## config.mk

```make
export PLATFORM = sky130hd
export DESIGN_NAME = datapath
export DESIGN_NICKNAME = d
export VERILOG_FILES = /design/src/rtl/datapath_pkg.sv /design/src/rtl/div_addsub.sv /design/src/rtl/datapath.sv
export SDC_FILE = /design/constraint.sdc
export NUM_CORES = 1
export LEC_CHECK = 0
export BUFFER_PORTS_ARGS = -buffer_cell sky130_fd_sc_hd__clkbuf_2
export CAP_MARGIN = 20
export CELL_PAD_IN_SITES_DETAIL_PLACEMENT = 0
export CELL_PAD_IN_SITES_GLOBAL_PLACEMENT = 1
export CORE_MARGIN = 4
export CORE_UTILIZATION = 41
export CTS_CLUSTER_DIAMETER = 200
export DETAILED_ROUTE_END_ITERATION = 10
export PLACE_DENSITY = 0.89
export SLEW_MARGIN = 20
export SYNTH_ARGS = -nofsm -noshare
export SYNTH_HDL_FRONTEND = slang
export SYNTH_SLANG_ARGS = --single-unit
```

## constraint.sdc

```tcl
create_clock -name clk -period 4.65 [get_ports clk]
set_input_delay 0.465 -clock clk [delete_from_list [all_inputs] [get_ports clk]]
set_output_delay 0.465 -clock clk [all_outputs]
set_load 0.1 [all_outputs]
```

## src/rtl/datapath_pkg.sv

```systemverilog
// ============================================================================
// Module      : datapath_pkg
// Description : Shared widths and arithmetic select encodings for the divider
//               datapath.
// Revision    : 1.0 - initial release
// ============================================================================
`default_nettype none

package datapath_pkg;

  localparam int DIVIDEND_W = 8;
  localparam int DIVISOR_W  = 7;
  localparam int ACC_W      = 8;

  typedef enum logic [1:0] {
    SEL_ADD  = 2'b00,
    SEL_SUB  = 2'b01,
    SEL_PASS = 2'b10,
    SEL_CLR  = 2'b11
  } sel_e;

endpackage

`default_nettype wire

```

## src/rtl/div_addsub.sv

```systemverilog
// ============================================================================
// Module      : div_addsub
// Description : Accumulator arithmetic unit: A + D, A - D, pass or zero.
// Revision    : 1.0 - initial release
// ============================================================================
`default_nettype none

module div_addsub
  import datapath_pkg::*;
(
  input  logic [ACC_W-1:0]     a,
  input  logic [DIVISOR_W-1:0] d,
  input  logic [1:0]           sel,
  output logic [ACC_W-1:0]     result
);

  logic [ACC_W-1:0] w_d_ext;

  // Divisor is unsigned, so it is zero-extended; results wrap modulo 256.
  assign w_d_ext = {1'b0, d};

  always_comb begin
    result = a;
    case (sel_e'(sel))
      SEL_ADD:  result = a + w_d_ext;
      SEL_SUB:  result = a - w_d_ext;
      SEL_PASS: result = a;
      SEL_CLR:  result = '0;
      default:  result = a;
    endcase
  end

endmodule

`default_nettype wire

```

## src/rtl/datapath.sv

```systemverilog
// ============================================================================
// Module      : datapath
// Description : Register half of an 8-by-7 unsigned shift-subtract divider.
// Revision    : 1.0 - initial release
// ============================================================================
`default_nettype none

module datapath
  import datapath_pkg::*;
(
  input  logic                  clk,
  input  logic                  reset,
  input  logic [DIVISOR_W-1:0]  divisorin,
  input  logic [DIVIDEND_W-1:0] dividendin,
  input  logic                  load,
  input  logic                  add,
  input  logic                  shift,
  input  logic                  inbit,
  input  logic [1:0]            sel,
  output logic [DIVISOR_W-1:0]  remainder,
  output logic [DIVIDEND_W-1:0] quotient,
  output logic                  sign
);

  logic [DIVISOR_W-1:0]  div_q, div_d;
  logic [ACC_W-1:0]      acc_q, acc_d;
  logic [DIVIDEND_W-1:0] quo_q, quo_d;
  logic [ACC_W-1:0]      w_addsub_res;

  div_addsub u_addsub (
    .a      (acc_q),
    .d      (div_q),
    .sel    (sel),
    .result (w_addsub_res)
  );

  // One action per cycle, load beats shift beats add.
  always_comb begin
    div_d = div_q;
    acc_d = acc_q;
    quo_d = quo_q;
    if (load) begin
      div_d = divisorin;
      quo_d = dividendin;
      acc_d = '0;
    end else if (shift) begin
      {acc_d, quo_d} = {acc_q[ACC_W-2:0], quo_q, inbit};
    end else if (add) begin
      acc_d = w_addsub_res;
    end
  end

  always_ff @(posedge clk) begin
    if (!reset) begin
      div_q <= '0;
      acc_q <= '0;
      quo_q <= '0;
    end else begin
      div_q <= div_d;
      acc_q <= acc_d;
      quo_q <= quo_d;
    end
  end

  assign remainder = acc_q[DIVISOR_W-1:0];
  assign quotient  = quo_q;
  assign sign      = acc_q[ACC_W-1];

endmodule

`default_nettype wire

```

==> out/results.ini <==
[critical_path]
worst-setup-path-type = in2reg
arrival_ns = 2.74
cp-end-kind = register
r2r_start = div_q[0]$_SDFFE_PN0P_
required_ns = 4.85
rrSetupSlack_ns = 2.13
r2r_cells = 10
cp-start-kind = input port
cp_max_fo = 7
endpoint = acc_q[4]$_SDFFE_PP0P_
cp-startpoint = sel[1]
r2r-end = acc_q[4]$_SDFFE_PP0P_

[final_layout]
drive_gt1_share_pct = 22.84
nets = 230
antennaDiodeCount = 0
final_cell_area_um2 = 1664
multi_input_area_um2 = 903.4
fillers = 340
final_cell_mix = clkbuf_2, dfxtp_1, mux2i_1
regArea_um2 = 460.4
area_growth_pct = 16.77
layout_commonest_cell = clkbuf_2

[sta]
fin_skew_ns = 0.004749
final_max_slew_viol_count = 0
whs_ns = 0.4109
setup_tns_ns = 0
worst_slack_ns = 2.115
finalCritPeriodShare_pct = 54.52
finalHoldViolCount = 0
rsz0062_at_grt = false
slew_headroom_pct = 53.94
finalCriticalPeriod_ns = 2.535
worst_slew_pin_slew_ns = 0.6909
max_freq_ghz = 0.3945
final-setup-viol-count = 0

[die]
die_h_um = 66.96
die_area_um2 = 4483
die_w_um = 66.96
num_io_pins = 39
start_util_pct = 42.71
row_count = 21
coreArea_um2 = 3337

[status]
outcome = finished clean

[cts]
cts_resized = 0
cts_root_buf = clkbuf_4
cts.htree.levels = 1
clock_sinks = 23
cts.clk_slew.worst_paths_ns = 0.12
clockBufferDepth = 2
cts_hold_buffers = 0
post_cts_buffers = 0
clkLatencyLatePin_ns = 0.31
cts_tree = done
cts_made_buffers = 3

[synthesis]
ys_ff_latch = 23
yosys.area.top_type = dfxtp_1
ys_seq_area_share_pct = 32.31
synth-edff-count = 0
yosys.area.top_type_share_pct = 32.31
postSynthCellCount = 163
synthTopCellsByArea = dfxtp_1, mux2i_1, ha_1
syn_area_um2 = 1425
synth-main-ff-cell = dfxtp_1
syn-num-nets = 195
async_reset_ff_share_pct = 0
ys.warnings.count = 0
avgSynthCellArea_um2 = 8.743
synth_cell_types = 34

[placement]
io_buffers = 38
place.gp.congestion = 0.9111
post-dp-hpwl_mm = 2.501
dpl_cell_area_um2 = 1638
pre_cts_ws_ns = 1.792

[pwr]
total_power_mw = 0.4755
p_sw_mw = 0.1730
p_leak_nw = 0.7334
ir_worst_vdd_uv = 156.2
power_frac_comb_pct = 35.0
p_clk_share_pct = 19.3
p_int_mw = 0.3025
power_density_nw_per_um2 = 285.8
switching_share_pct = 36.38
pwr-share-seq_pct = 45.7

[detailed_routing]
firstDrtPassIters = 5
final_antenna_net_count = 0
avgRoutedWirePerCell_um = 13.07
wl_met1_mm = 1.439
drtIter0Drc = 34
wl_met3_um = 189
finalWirelength_mm = 3.176
vias_per_cell = 5.189
wl_met2_mm = 1.526
top_layer = met4
drc_errors = 0
vias = 1261

[global_route]
grt_pass1_vias = 1240
grt_pass1_wl_mm = 5.388
antenna_found_initial = 0
grt_max_degree = 26
grt-ovfl-total = 0
track_usage_pct = 15.46

[job]
drv_cap = 0

[hold_path]
min-delay-path-class = in2reg

## synth_stat cells (4+ instances only)
master	number
and2_1	9
ha_1	8
mux2i_1	16
clkbuf_1	4
nor3_1	4
buf_2	4
dfxtp_1	23
inv_1	7
a21oi_1	4
nand2_1	10
o21ai_0	12
nor2_1	13
nor2b_1	11
xnor2_1	8
## power by group through the flow
| stage | clock network (mW) | registers (mW) | logic (mW) |
|---|---|---|---|
| after floorplan | 0 | 0.260 | 0.0942 |
| after global placement | 0 | 0.221 | 0.162 |
| after detailed placement | 0 | 0.222 | 0.167 |
| after CTS | 0.0972 | 0.217 | 0.167 |
| after global routing | 0.104 | 0.219 | 0.183 |
| final | 0.0920 | 0.217 | 0.166 |
## state kept, by name, summed over array words and instances (netlist names)
register / cells
acc_q: 8
quotient: 8
div_q: 7
## per-stage QoR
step	std cells	utilization (%)
detailed placement	239	49.08
global route	243	49.87
global placement	239	49.08
floorplan	163	-
CTS	243	49.87
finish	243	49.87
## kinds of logic (layout without fill, tap and decap cells)
| kind of cell | count (synthesis) | in the layout | synth area share (%) |
|---|---|---|---|
| compound gates | 36 | 36 | 16.42 |
| xor+xnor | 9 | 9 | 6.058 |
| fa+ha+maj | 9 | 9 | 8.429 |
| buf+inv | 15 | 49 | 4.302 |
| flops | 23 | 23 | 32.31 |
| mux | 17 | 17 | 12.03 |
| simple gates | 54 | 54 | 20.46 |
## routing by layer
layer	vias up	track usage, %
met5	-	0
met4	0	3.797
met3	2	3.373
met2	39	27.10
met1	576	19.00
li1	644	-
## worst min path at each step
stage	startpoint	endpoint	depth (start not counted)
detailed placement	div_q[6]$_SDFFE_PN0P_	div_q[6]$_SDFFE_PN0P_	2
global route	divisorin[4]	div_q[4]$_SDFFE_PN0P_	3
CTS	divisorin[1]	div_q[1]$_SDFFE_PN0P_	3
global placement	quotient[7]$_SDFFE_PN0P_	acc_q[0]$_SDFFE_PP0P_	2
finish	divisorin[1]	div_q[1]$_SDFFE_PN0P_	3
floorplan	div_q[6]$_SDFFE_PN0P_	div_q[6]$_SDFFE_PN0P_	2
## critical path: stages
cell	delay (ns)
clkbuf_2	0.10
nor2b_1	0.43
mux2_2	0.42
fa_1	0.43
nor2b_1	0.12
o21ai_0	0.10
a21boi_0	0.23
nor2_1	0.08
a222oi_1	0.30
nor2_1	0.07
## cell type report
| cell class | instances | share of cell area [%] |
|---|---|---|
| repair buffers | 38 | 11.43 |
| well taps | 46 | 3.459 |
| flip-flops and latches | 23 | 27.67 |
| clock buffers | 4 | 1.579 |
| inverters | 7 | 1.579 |
| multi-input cells | 125 | 54.29 |
Note: power is estimated with default switching activity, not from simulation.
